--- src/rtl/mdu_pkg.sv ---
// Shared definitions for the iterative multiply/divide unit: funct3 op codes,
// FSM states, operand-family grouping and the most-negative-value helper.
package mdu_pkg;

    localparam logic [2:0] MDU_MUL    = 3'd0;
    localparam logic [2:0] MDU_MULH   = 3'd1;
    localparam logic [2:0] MDU_MULHSU = 3'd2;
    localparam logic [2:0] MDU_MULHU  = 3'd3;
    localparam logic [2:0] MDU_DIV    = 3'd4;
    localparam logic [2:0] MDU_DIVU   = 3'd5;
    localparam logic [2:0] MDU_REM    = 3'd6;
    localparam logic [2:0] MDU_REMU   = 3'd7;

    localparam int MDU_MAX_W = 64;

    typedef enum logic [1:0] {
        IDLE = 2'd0,
        PREP = 2'd1,
        ITER = 2'd2,
        FIX  = 2'd3
    } mdu_state_t;

    // Most negative two's-complement value of width w, zero-extended to MDU_MAX_W.
    function automatic logic [MDU_MAX_W-1:0] mdu_min_val(input int w);
        return {{(MDU_MAX_W-1){1'b0}}, 1'b1} << (w - 1);
    endfunction

    // Ops sharing one computation: a cached result of one member answers the others.
    function automatic logic [2:0] mdu_family(input logic [2:0] o);
        case (o)
            MDU_DIV, MDU_REM:   return 3'd0;
            MDU_DIVU, MDU_REMU: return 3'd1;
            MDU_MUL, MDU_MULH:  return 3'd2;
            MDU_MULHSU:         return 3'd3;
            default:            return 3'd4;
        endcase
    endfunction

endpackage

--- src/rtl/mdu_negate.sv ---
// Conditional two's-complement negation; passes the input through when en=0.
module mdu_negate #(
    parameter int W = 32
) (
    input  logic [W-1:0] din,
    input  logic         en,
    output logic [W-1:0] dout
);

    assign dout = en ? (~din + W'(1)) : din;

endmodule

--- src/rtl/mdu_iter.sv ---
// Iterative RV32M-style multiply/divide unit: one result bit per cycle.
// Optional result cache enabled by defining MDU_RESULT_CACHE_EN.
module mdu_iter
    import mdu_pkg::*;
#(
    parameter  int WIDTH = 32,
    localparam int CNT_W = $clog2(WIDTH + 1)
) (
    input  logic             clk,
    input  logic             rst_n,
    input  logic             start,
    input  logic [2:0]       op,
    input  logic [WIDTH-1:0] a,
    input  logic [WIDTH-1:0] b,
    input  logic             flush,
    output logic             busy,
    output logic             done,
    output logic [WIDTH-1:0] result
);

    localparam logic [WIDTH-1:0] MIN_VAL = WIDTH'(mdu_min_val(WIDTH));

    mdu_state_t         state;
    logic [2:0]         op_r;
    logic [WIDTH-1:0]   a_r, b_r;
    logic [2*WIDTH-1:0] acc;
    logic [WIDTH-1:0]   rem;
    logic [CNT_W-1:0]   cnt;
    logic               neg_p, neg_q, neg_r;

    logic               a_sgn, b_sgn, sa, sb, is_mul, div0, ovf;
    logic [WIDTH-1:0]   mag_a, mag_b;
    logic [WIDTH:0]     mul_sum, rem_sh, trial;
    logic [2*WIDTH-1:0] prod_fix;
    logic [WIDTH-1:0]   q_fix, r_fix, fix_hi, fix_lo;
    logic               cache_hit;
    logic [WIDTH-1:0]   hit_hi, hit_lo;

    function automatic logic [WIDTH-1:0] sel_result(input logic [2:0] o,
                                                    input logic [WIDTH-1:0] hi,
                                                    input logic [WIDTH-1:0] lo);
        case (o)
            MDU_MUL, MDU_DIV, MDU_DIVU: return lo;
            default:                    return hi;
        endcase
    endfunction

    assign a_sgn  = (op_r == MDU_MUL) || (op_r == MDU_MULH) || (op_r == MDU_MULHSU) ||
                    (op_r == MDU_DIV) || (op_r == MDU_REM);
    assign b_sgn  = (op_r == MDU_MUL) || (op_r == MDU_MULH) ||
                    (op_r == MDU_DIV) || (op_r == MDU_REM);
    assign sa     = a_sgn & a_r[WIDTH-1];
    assign sb     = b_sgn & b_r[WIDTH-1];
    assign is_mul = ~op_r[2];
    assign div0   = op_r[2] && (b_r == '0);
    assign ovf    = op_r[2] && !op_r[0] && (a_r == MIN_VAL) && (b_r == '1);

    mdu_negate #(.W(WIDTH)) u_mag_a (.din(a_r), .en(sa), .dout(mag_a));
    mdu_negate #(.W(WIDTH)) u_mag_b (.din(b_r), .en(sb), .dout(mag_b));

    // Shift-add product step and restoring-divide trial subtraction.
    assign mul_sum = {1'b0, acc[2*WIDTH-1:WIDTH]} + {1'b0, (acc[0] ? mag_b : '0)};
    assign rem_sh  = {rem, acc[WIDTH-1]};
    assign trial   = rem_sh - {1'b0, mag_b};

    mdu_negate #(.W(2*WIDTH)) u_fix_p (.din(acc), .en(neg_p), .dout(prod_fix));
    mdu_negate #(.W(WIDTH))   u_fix_q (.din(acc[WIDTH-1:0]), .en(neg_q), .dout(q_fix));
    mdu_negate #(.W(WIDTH))   u_fix_r (.din(rem), .en(neg_r), .dout(r_fix));

    assign fix_hi = is_mul ? prod_fix[2*WIDTH-1:WIDTH] : r_fix;
    assign fix_lo = is_mul ? prod_fix[WIDTH-1:0]       : q_fix;

`ifdef MDU_RESULT_CACHE_EN
    logic             c_vld;
    logic [WIDTH-1:0] c_a, c_b, c_hi, c_lo;
    logic [2:0]       c_fam;

    assign cache_hit = c_vld && (a == c_a) && (b == c_b) && (mdu_family(op) == c_fam);
    assign hit_hi    = c_hi;
    assign hit_lo    = c_lo;

    // Only operations that reach FIX unflushed refresh the cache.
    always_ff @(posedge clk or negedge rst_n) begin
        if (!rst_n) begin
            c_vld <= 1'b0;
            c_a   <= '0;
            c_b   <= '0;
            c_hi  <= '0;
            c_lo  <= '0;
            c_fam <= '0;
        end else if (state == FIX && !flush) begin
            c_vld <= 1'b1;
            c_a   <= a_r;
            c_b   <= b_r;
            c_hi  <= fix_hi;
            c_lo  <= fix_lo;
            c_fam <= mdu_family(op_r);
        end
    end
`else
    assign cache_hit = 1'b0;
    assign hit_hi    = '0;
    assign hit_lo    = '0;
`endif

    always_ff @(posedge clk or negedge rst_n) begin
        if (!rst_n) begin
            state  <= IDLE;
            busy   <= 1'b0;
            done   <= 1'b0;
            result <= '0;
            op_r   <= '0;
            a_r    <= '0;
            b_r    <= '0;
            acc    <= '0;
            rem    <= '0;
            cnt    <= '0;
            neg_p  <= 1'b0;
            neg_q  <= 1'b0;
            neg_r  <= 1'b0;
        end else if (flush) begin
            state <= IDLE;
            busy  <= 1'b0;
            done  <= 1'b0;
        end else begin
            done <= 1'b0;
            case (state)
                IDLE: begin
                    if (start) begin
                        op_r <= op;
                        a_r  <= a;
                        b_r  <= b;
                        if (cache_hit) begin
                            // Preload both halves unsigned so FIX just selects.
                            acc   <= {hit_hi, hit_lo};
                            rem   <= hit_hi;
                            neg_p <= 1'b0;
                            neg_q <= 1'b0;
                            neg_r <= 1'b0;
                            state <= FIX;
                        end else begin
                            busy  <= 1'b1;
                            state <= PREP;
                        end
                    end
                end
                PREP: begin
                    cnt <= '0;
                    if (div0) begin
                        acc   <= {{WIDTH{1'b0}}, {WIDTH{1'b1}}};
                        rem   <= a_r;
                        neg_p <= 1'b0;
                        neg_q <= 1'b0;
                        neg_r <= 1'b0;
                        state <= FIX;
                    end else if (ovf) begin
                        acc   <= {{WIDTH{1'b0}}, MIN_VAL};
                        rem   <= '0;
                        neg_p <= 1'b0;
                        neg_q <= 1'b0;
                        neg_r <= 1'b0;
                        state <= FIX;
                    end else begin
                        acc   <= {{WIDTH{1'b0}}, mag_a};
                        rem   <= '0;
                        neg_p <= sa ^ sb;
                        neg_q <= sa ^ sb;
                        neg_r <= sa;
                        state <= ITER;
                    end
                end
                ITER: begin
                    if (is_mul) begin
                        acc <= {mul_sum, acc[WIDTH-1:1]};
                    end else if (!trial[WIDTH]) begin
                        rem <= trial[WIDTH-1:0];
                        acc <= {acc[2*WIDTH-1:WIDTH], acc[WIDTH-2:0], 1'b1};
                    end else begin
                        rem <= rem_sh[WIDTH-1:0];
                        acc <= {acc[2*WIDTH-1:WIDTH], acc[WIDTH-2:0], 1'b0};
                    end
                    cnt <= cnt + CNT_W'(1);
                    if (cnt == CNT_W'(WIDTH - 1)) state <= FIX;
                end
                FIX: begin
                    result <= sel_result(op_r, fix_hi, fix_lo);
                    done   <= 1'b1;
                    busy   <= 1'b0;
                    state  <= IDLE;
                end
                default: state <= IDLE;
            endcase
        end
    end

endmodule

--- config.mk ---
export PLATFORM = sky130hd
export DESIGN_NAME = mdu_iter
export DESIGN_NICKNAME = d
export VERILOG_FILES = /design/src/rtl/mdu_pkg.sv /design/src/rtl/mdu_negate.sv /design/src/rtl/mdu_iter.sv
export SDC_FILE = /design/constraint.sdc
export NUM_CORES = 1
export LEC_CHECK = 0
export CAP_MARGIN = 25
export CORE_MARGIN = 2
export CORE_UTILIZATION = 50
export CTS_CLUSTER_SIZE = 12
export DETAILED_ROUTE_END_ITERATION = 8
export PLACE_DENSITY_LB_ADDON = 0.2
export SYNTH_ARGS = -nofsm -noshare
export SYNTH_HDL_FRONTEND = slang
export SYNTH_HIERARCHICAL = 1
export SYNTH_SLANG_ARGS = --single-unit
--- constraint.sdc ---
create_clock -name clk -period 5.3 [get_ports clk]
set_input_delay 0.795 -clock clk [delete_from_list [all_inputs] [get_ports clk]]
set_output_delay 0.795 -clock clk [all_outputs]
set_load 0.02 [all_outputs]
* Yosys cells after proc, flatten, opt, wreduce, memory -nomap -nowiden
Cells that the tools add are included.
** Storage, ports and cells
- Word-level logic and storage cells :: 104
- Bits in registers :: 207
- Output and inout bits :: 34
- Input bits :: 71
** Cells by class
- Bitwise logic cells :: 9
- $add $sub $neg :: 8
- Equality and inequality tests :: 15
- Reduce and logical (&&, ||, !) cells :: 25
- Muxes and demuxes :: 34
** Operators by type and width (number)
- $mux W32 :: 13
- $add A32 B1 Y32 const B :: 4
- $mux W64 :: 2
- $not A32 Y32 :: 4
- $pmux W64 S2 :: 1
- $add A64 B1 Y64 const B :: 1
- $eq A32 B32 Y1 const B :: 2
- $not A64 Y64 :: 1
- $pmux W32 S2 :: 1
- $add A32 B32 Y33 :: 1
- $sub A33 B32 Y33 :: 1
- $logic_not A32 Y1 :: 1
- $pmux W6 S2 :: 1
- $mux W1 :: 11
- $reduce_and A2 Y1 :: 5
- $eq A3 B3 Y1 const B :: 3
- $reduce_and A3 Y1 :: 3
- $pmux W2 S4 :: 1
- $add A6 B1 Y6 const B :: 1
- $eq A6 B5 Y1 const B :: 1
- $logic_or A1 B1 Y1 :: 6
- $mux W2 :: 3
- $ne A3 B3 Y1 const B :: 2
- $eq A2 B2 Y1 const B :: 2
- other kinds (15) :: 20

* Logic depth before layout (Yosys ltp)
Gate-level depths: netlist (run 1).
- Depth after elaboration :: 10
- Mapped depth :: 20
- Depth with buffers taken out :: 18

* By module
Netlist (run 1), hierarchy kept.
** Modules (own cells, without submodules)
- mdu_iter :: area each 13795.7 sq um, instances 1, seq. area each 5180.0 sq um, cells each 1553
- mdu_negate (u_fix_q ...) :: area each 777.0 sq um, instances 4, seq. area each 0.0 sq um, cells each 99
- mdu_negate (u_fix_p) :: area each 1649.1 sq um, instances 1, seq. area each 0.0 sq um, cells each 206

* Least setup slack after synthesis (run 1)
Ideal clock, no wire load.
- Kind :: register to register
- Start :: reg op_r[2]
- End :: reg acc[62]
- Cell stages (with the launch flop) :: 20
- Buffers on the path :: 3
- Arrival :: 3835 ps
- Setup slack :: 1336 ps
- Required time :: 5170 ps
- Setup time :: 130 ps
- Period minus slack after synthesis :: 3964 ps
- Path through :: dfrtp_1 -> clkbuf_1 -> mux2i_1 -> and2_1 -> buf_1 -> nand2_1 -> xnor2_1 -> and2_1 -> ha_1 -> buf_4 -> nand4_1 -> or3_1 -> a211oi_2 -> and3b_1 -> o21ba_2 -> o21ai_4 -> a31oi_4 -> o2111ai_2 -> xnor2_1 -> o21ai_1
** Between the ends
- Word-level cells in the longest chain between the ends :: 10
- Elaborated cells on any way between the ends :: 15
- Those cells by class :: add/sub (1); eq/ne (4); mux (4); bitwise (1); reduce/logical (5)
** RTL lines
- start: declaration :: RTL line mdu_iter.sv:24 : logic [2:0] op_r;
- start signal: assignment :: RTL line mdu_iter.sv:130 : op_r <= op;
- $eq A3 B1 Y1 or $logic_not A3 Y1 (tied branches) :: RTL line mdu_iter.sv:50 : assign b_sgn = (op_r == MDU_MUL) || (op_r == MDU_MULH) ||
- $logic_or A1 B1 Y1 (2 in a row) :: RTL line mdu_iter.sv:50
- $logic_or A1 B1 Y1 * :: RTL line mdu_iter.sv:51 : (op_r == MDU_DIV) || (op_r == MDU_REM);
- $and A1 B1 Y1 * :: RTL line mdu_iter.sv:53 : assign sb = b_sgn & b_r[WIDTH-1];
- net sb :: RTL line mdu_iter.sv:31 : logic a_sgn, b_sgn, sa, sb, is_mul, div0, ovf;
- $mux W32 * :: RTL line mdu_negate.sv:10 : assign dout = en ? (~din + W'(1)) : din;
- net mag_b[11] :: RTL line mdu_iter.sv:32 : logic [WIDTH-1:0] mag_a, mag_b;
- $mux W32 * :: RTL line mdu_iter.sv:62 : assign mul_sum = {1'b0, acc[2*WIDTH-1:WIDTH]} + {1'b0, (acc[0] ? mag_b : '0)};
- $add A32 B32 Y33 * :: RTL line mdu_iter.sv:62
- $mux W64 * :: RTL line mdu_iter.sv:173 : if (is_mul) begin
- $pmux W64 S2 * :: RTL line mdu_iter.sv:127 : case (state)
- end signal: assignment :: RTL line mdu_iter.sv:174 : acc <= {mul_sum, acc[WIDTH-1:1]};
- end signal: assignment :: RTL line mdu_iter.sv:177 : acc <= {acc[2*WIDTH-1:WIDTH], acc[WIDTH-2:0], 1'b1};
- end signal: assignment :: RTL line mdu_iter.sv:180 : acc <= {acc[2*WIDTH-1:WIDTH], acc[WIDTH-2:0], 1'b0};
- end: declaration :: RTL line mdu_iter.sv:26 : logic [2*WIDTH-1:0] acc;
Mark *: on every way through the listed nets, which the timed path passes. The rest lies on a longest branch. The select of a mux whose other input is x is not followed.
A chain may end at the register's enable or synchronous reset.

* Worst setup path in the final report (run 1)
- Start :: reg op_r[2]
- End :: reg rem[30]
** Between the ends
- Word-level cells in the longest chain between the ends :: 10
- Elaborated cells on any way between the ends :: 17
- Those cells by class :: add/sub (1); eq/ne (4); mux (5); bitwise (1); reduce/logical (6)
** RTL lines
- $eq A3 B1 Y1 or $logic_not A3 Y1 (tied branches) :: RTL line mdu_iter.sv:50
- $logic_or A1 B1 Y1 (2 in a row) :: RTL line mdu_iter.sv:50
- $logic_or A1 B1 Y1 * :: RTL line mdu_iter.sv:51
- $and A1 B1 Y1 * :: RTL line mdu_iter.sv:53
- net sb :: RTL line mdu_iter.sv:31
- $mux W32 * :: RTL line mdu_negate.sv:10
- net mag_b[5] :: RTL line mdu_iter.sv:32
- $sub A33 B32 Y33 * :: RTL line mdu_iter.sv:64 : assign trial = rem_sh - {1'b0, mag_b};
- $mux W32 * :: RTL line mdu_iter.sv:175 : end else if (!trial[WIDTH]) begin
- $mux W32 * :: RTL line mdu_iter.sv:173
- $pmux W32 S2 * :: RTL line mdu_iter.sv:127
- end signal: assignment :: RTL line mdu_iter.sv:136 : rem <= hit_hi;
- end signal: assignment :: RTL line mdu_iter.sv:176 : rem <= trial[WIDTH-1:0];
- end signal: assignment :: RTL line mdu_iter.sv:179 : rem <= rem_sh[WIDTH-1:0];
- end: declaration :: RTL line mdu_iter.sv:27 : logic [WIDTH-1:0] rem;
Marks and branches as above.

==> metrics, run 1 <==
fin crit share 93.0%; critical path class reg2reg; CP delay by family, top compound AO/OA/AOI/OAI gates; initial antenna violation count 1; prevailing post-synth register cell dfrtp_1; vias in the first global route 16194; synthesized cell area 18600 um^2; DP HPWL 46.7 mm; total die area 38700 um^2; Root Buffer clkbuf_16; setup violators final 0; clock latency on the worst-skew pair 0.56 ns; Routed Antenna Nets 0; Max Fclk 203 MHz; share of the synthesized area in the top cell type 27.9%; Post-synth ARST share 100%; crit path max-delay cell type and2_1; GRT Resource Usage Total 31.3%; clock skew 0.0282 ns; synthesized instance count 2155; Startpoint Class flip-flop; DR WL/cell 22.8 um; clk sinks 207; largest net degree at the start of global routing 68; WP buf/inv 2; crit path DAT 5.36 ns; Rel. slew slack 32.8%; RSZ-0062 raised after global routing false; Layout Utilization 57.1%; share of cells above drive strength 1 12.2%; Seq cells post-synth 207; vias per cell 6.34; Core Footprint 36600 um^2; min cycle time layout 4.93 ns; Area Overhead vs Synth 12.6%; Sum Neg Setup Slack 0 ns; Post-synth EDFFs 0; DRC Markers 0; via count 17058; total congestion overflow 0; starting DRC count in detailed routing 1433; status finished, final reports clean; Slew @ Worst Pin 1.00 ns; Starting Density 50.7%; RePlAce Congestion 0.982; final hold violation count 0; min-delay worst type in2async; CP Capture Type flip-flop; Nets 2353; Worst-path clk slew 0.06 ns; Avg Synthesized Cell Area 8.61 um^2; row cnt 70; Max-cap violations 0; I/O pins 105; ordered cell list for the critical path mux2i_1 > and2_1 > o31ai_1 > xnor2_1 > inv_1 > ha_1 > a21o_1 > a211o_1 > o21ai_1 > a211oi_1 > o211ai_1 > nand3b_4 > buf_4 > o41ai_1 > a21oi_1; CTS Buffer Depth 3; Worst Path Max Fanout 45; setup slack, reg-to-reg 0.37 ns; Ant. Diodes 0; Post-Route WL 61.4 mm; leading area contributor after synthesis dfrtp_1; synth top area cells dfrtp_1 (28%), xnor2_1 (9.9%), mux2_2 (6.1%), o21ai_0 (5.9%), nand2_1 (5.3%); Die Span Y 197 um; First-pass DRT Iterations 5; PortBufs 104; post-synthesis sequential area ratio 27.9%; Final Max Slew Viols 0; hold_buf cts 0; Syn Nets 2303; CTS buffer count 25; Critical Path RT 5.73 ns; Fillers 3381; Yosys warnings 6; Max stage delay on crit path 0.77 ns; Die Wd 197 um; global-route wire length before repair 94.5 mm; library cells used by synthesis 93; H-tree depth 1; CTS tree yes
==> flip-flops by register name (all words and copies together) (netlist names) <==
signal  flops
acc        64
a_r        32
b_r        32
rem        32
result     32
cnt         6
op_r        3
state       2
busy        1
done        1
neg_q       1
neg_r       1
==> placed cells by master, fill, tap and decap left out, types with 19 or more instances in the layout <==
cell,netlist,layout
nand2_1,260,258
o21ai_0,220,220
xnor2_1,210,210
dfrtp_1,207,204
a21oi_1,149,147
clkdlybuf4s50_1,0,103
mux2_2,101,101
nor2_1,97,95
ha_1,75,74
inv_1,68,68
mux2i_1,68,68
o31ai_1,61,61
a21o_1,35,35
and2_1,34,34
nand3_1,32,31
nand2b_1,31,31
o41ai_1,30,30
nand4_1,25,25
nor4_1,25,25
clkbuf_16,0,25
buf_4,8,25
nor3_1,23,23
o41ai_2,20,20
xor2_1,19,19
==> cell usage after synthesis (10+ instances only) <==
library cell / number
xnor2_1: 210
clkbuf_1: 69
nand2_1: 260
a221oi_1: 11
buf_1: 23
o21ai_1: 11
nand4_1: 25
o21ai_0: 220
or4_1: 13
a31oi_1: 10
mux2_2: 101
xor2_1: 19
nand3_1: 32
a21o_1: 35
o41ai_1: 30
mux2i_1: 68
nor3_1: 23
and2_1: 34
a21oi_1: 149
o31ai_1: 61
dfrtp_1: 207
inv_1: 68
ha_1: 75
nor4_4: 18
nor4_1: 25
nand2b_1: 31
or3_1: 18
nor2_1: 97
o41ai_2: 20
==> metrics by stage <==
| stage | worst slack [ns] | hold WS [ns] | cells | area (um^2) |
|---|---|---|---|---|
| final | 0.369 | 0.242 | 2692 | 20900 |
| after global routing | 0.0559 | 0.268 | 2692 | 20900 |
| after CTS | 0.406 | 0.244 | 2690 | 20800 |
| after detailed placement | 0.440 | 0.469 | 2644 | 20000 |
| after global placement | 0.588 | 0.461 | 2642 | 19900 |
| after floorplan | 1.34 | 0.466 | 2155 | 18600 |
==> path summary, 6_finish.rpt <==
| path | from | endpoint | cells after the start |
|---|---|---|---|
| hold / removal | rst_n | done | 1 |
| setup / recovery | op_r[2] | rem[30] | 15 |
| setup reg to reg | op_r[2] | rem[30] | 15 |
| hold reg to reg | result[25] | result[25] | 2 |
| min in group clk | result[25] | result[25] | 2 |
| max in group asynchronous | rst_n | acc[7] | 2 |
==> routing by layer <==
metal / GRT usage (%) / wire length (um)
met1: 42.5 / 26400
met2: 50.5 / 27900
met3: 5.13 / 4560
met4: 11.4 / 2410
met5: 0 / 18
==> cell families (layout without fill, tap and decap cells) <==
group | after synthesis | after routing | synth area share [%]
flops | 207 | 207 | 27.9
mux | 170 | 170 | 9.86
buf+inv | 179 | 248 | 3.88
fa+ha+maj | 77 | 77 | 5.27
compound gates | 636 | 636 | 22.5
xor+xnor | 229 | 229 | 10.8
simple gates | 657 | 657 | 19.7
==> what timing repair did <==
action	CTS	global route
endpoints found under the setup margin	0	2
resized for setup	0	1
setup buffers	0	0
==> area by class of cell <==
type	instances	area (um^2)	area share (%)
multi-input cells	1769	12700	60.7
flip-flops and latches	207	5190	24.8
repair buffers	133	1340	6.43
clock buffers	39	728	3.49
well taps	468	586	2.80
inverters	69	259	1.24
clock inverters	7	97.6	0.467
Power of run 1 is left out: the tool's default activity adds up to more than one toggle a clock period on the data nets, which glitch-free logic cannot reach.
==> inputs of run 2 (changes only) <==
- CORE_ASPECT_RATIO: unset -> 1.75
- CORE_UTILIZATION: 50 -> 25
==> run 2 against run 1 <==
  * Hold slack worse by 0.067 ns
  * Register-to-register slack improved by 0.15 ns
  * Clock skew up 0.00060 ns
  * Setup slack better by 0.15 ns
  * Via count is 0.98% lower
  * Non-clock buffer count rose by 23
  * Wire length increased by 26%
  * Clock-buffer cell count shrank 8
  * Die area is 98% higher
  * Critical path type unchanged
  * Critical endpoint unchanged
==> metrics, run 2 (same netlist as run 1, synthesis figures left out) <==
clk sinks 207 (unchanged); Fillers 7786 (was 3381); Max-cap violations 0 (unchanged); Rel. slew slack 26.6% (was 32.8%); Sum Neg Setup Slack 0 ns (unchanged); Worst-path clk slew 0.06 ns (about the same); Critical Path RT 5.75 ns (was 5.73 ns); CP Capture Type flip-flop (unchanged); largest net degree at the start of global routing 97 (was 68); H-tree depth 1 (unchanged); crit path max-delay cell type dfrtp_1 (was and2_1); PortBufs 104 (unchanged); Starting Density 25.1% (was 50.7%); vias in the first global route 17114 (was 16194); starting DRC count in detailed routing 1054 (was 1433); crit path DAT 5.23 ns (was 5.36 ns); CTS Buffer Depth 3 (unchanged); min cycle time layout 4.78 ns (was 4.93 ns); Nets 2376 (was 2353); vias per cell 5.30 (was 6.34); Max Fclk 209 MHz (was 203 MHz); Root Buffer clkbuf_16 (unchanged); clock skew 0.0288 ns (was 0.0282 ns); total congestion overflow 0 (unchanged); final hold violation count 0 (unchanged); critical path class reg2reg (unchanged); ordered cell list for the critical path inv_1 > ha_1 > nor2b_1 > nand3_1 > o41ai_1 > xnor2_1 > inv_1 > ha_1 > nand2_1 > a21oi_1 > nor2_1 > a211oi_1 > nor4_1 > nand3b_4 > buf_4 > o41ai_1 > a21oi_1 (was mux2i_1 > and2_1 > o31ai_1 > xnor2_1 > inv_1 > ha_1 > a21o_1 > a211o_1 > o21ai_1 > a211oi_1 > o211ai_1 > nand3b_4 > buf_4 > o41ai_1 > a21oi_1); First-pass DRT Iterations 5 (unchanged); initial antenna violation count 0 (was 1); RePlAce Congestion 0.987 (was 0.982); Post-Route WL 77.5 mm (was 61.4 mm); Routed Antenna Nets 0 (unchanged); status finished, final reports clean (unchanged); DRC Markers 0 (unchanged); clock latency on the worst-skew pair 0.60 ns (was 0.56 ns); Die Span Y 364 um (was 197 um); Slew @ Worst Pin 1.09 ns (was 1.00 ns); DR WL/cell 24.4 um (was 22.8 um); Die Wd 210 um (was 197 um); share of cells above drive strength 1 13.3% (was 12.2%); Hold Slack 0.176 ns (was 0.242 ns); most frequent cells in the layout nand2_1 (258), o21ai_0 (220), xnor2_1 (210) (unchanged); Final Max Slew Viols 0 (unchanged); RSZ-0062 raised after global routing false (unchanged); CTS tree yes (unchanged); Startpoint Class flip-flop (unchanged); CP delay by family, top compound AO/OA/AOI/OAI gates (unchanged); Area Overhead vs Synth 16.9% (was 12.6%); fin crit share 90.2% (was 93.0%); min-delay worst type in2async (unchanged); global-route wire length before repair 113 mm (was 94.5 mm); Max stage delay on crit path 0.49 ns (was 0.77 ns); row cnt 132 (was 70); GRT Resource Usage Total 20.0% (was 31.3%); I/O pins 105 (unchanged); Biggest register acc (unchanged); WP buf/inv 3 (was 2); CTS buffer count 25 (unchanged); Core Footprint 73800 um^2 (was 36600 um^2); total die area 76500 um^2 (was 38700 um^2); via count 16890 (was 17058); DP HPWL 60.8 mm (was 46.7 mm); setup violators final 0 (unchanged); most common cell after layout, fill and taps aside nand2_1 (unchanged); max FFs per register 64 (unchanged); Worst Path Max Fanout 25 (was 45)
==> run 2: changes by cell type in the layout (fill, tap and decap cells not counted), sizes merged <==
cell / change
clkinvlp: -1
bufinv: +3
clkbuf: -9
diode: +1
buf: +24
clkinv: +4
==> run 2: stage by stage <==
step           utilization, %  setup slack, ns  cells  instance area (um^2)
2_1_floorplan               -             1.34   2155                 18600
3_3_place_gp             28.1            0.616   3138                 20800
3_5_place_dp             28.2            0.486   3139                 20800
4_1_cts                  29.4            0.453   3183                 21700
5_1_grt                  29.4            0.164   3183                 21700
6_report                 29.4            0.520   3184                 21700
==> run 2: final timing paths <==
kind / end / depth (start not counted) / slack, ns / from
worst min-delay path: a_r[13] / 1 / 0.18 / rst_n
worst max-delay path: rem[30] / 17 / 0.52 / b_r[0]
min in group clk: result[27] / 2 / 0.48 / result[27]
max in group asynchronous: op_r[2] / 2 / 3.98 / rst_n
worst max register to register: rem[30] / 17 / 0.52 / b_r[0]
worst min register to register: result[27] / 2 / 0.48 / result[27]
==> run 2: final cells by class <==
class	instances	area, um^2	area share (%)
diodes	1	2.50	0.0115
clock buffers	31	688	3.17
clock inverters	13	211	0.975
inverters	69	259	1.19
multi-input cells	1769	12700	58.5
flip-flops and latches	207	5190	23.9
well taps	938	1170	5.41
repair buffers	156	1470	6.79
==> run 2: metal layers <==
metal / global-route usage, % / vias to the layer above / routed length, um
met3: 1.81 / 179 / 2560
li1: - / 8015 / -
met4: 15.1 / 0 / 6580
met2: 36.5 / 461 / 39700
met1: 21.2 / 8235 / 28700
met5: 0 / - / 0
==> run 2: timing repair <==
action                                  CTS  global route
endpoints found under the setup margin    0             2
hold buffers                              0             0
setup buffers                             0             0
gates resized for setup                   0             1
Power of run 2 is left out for the same reason.
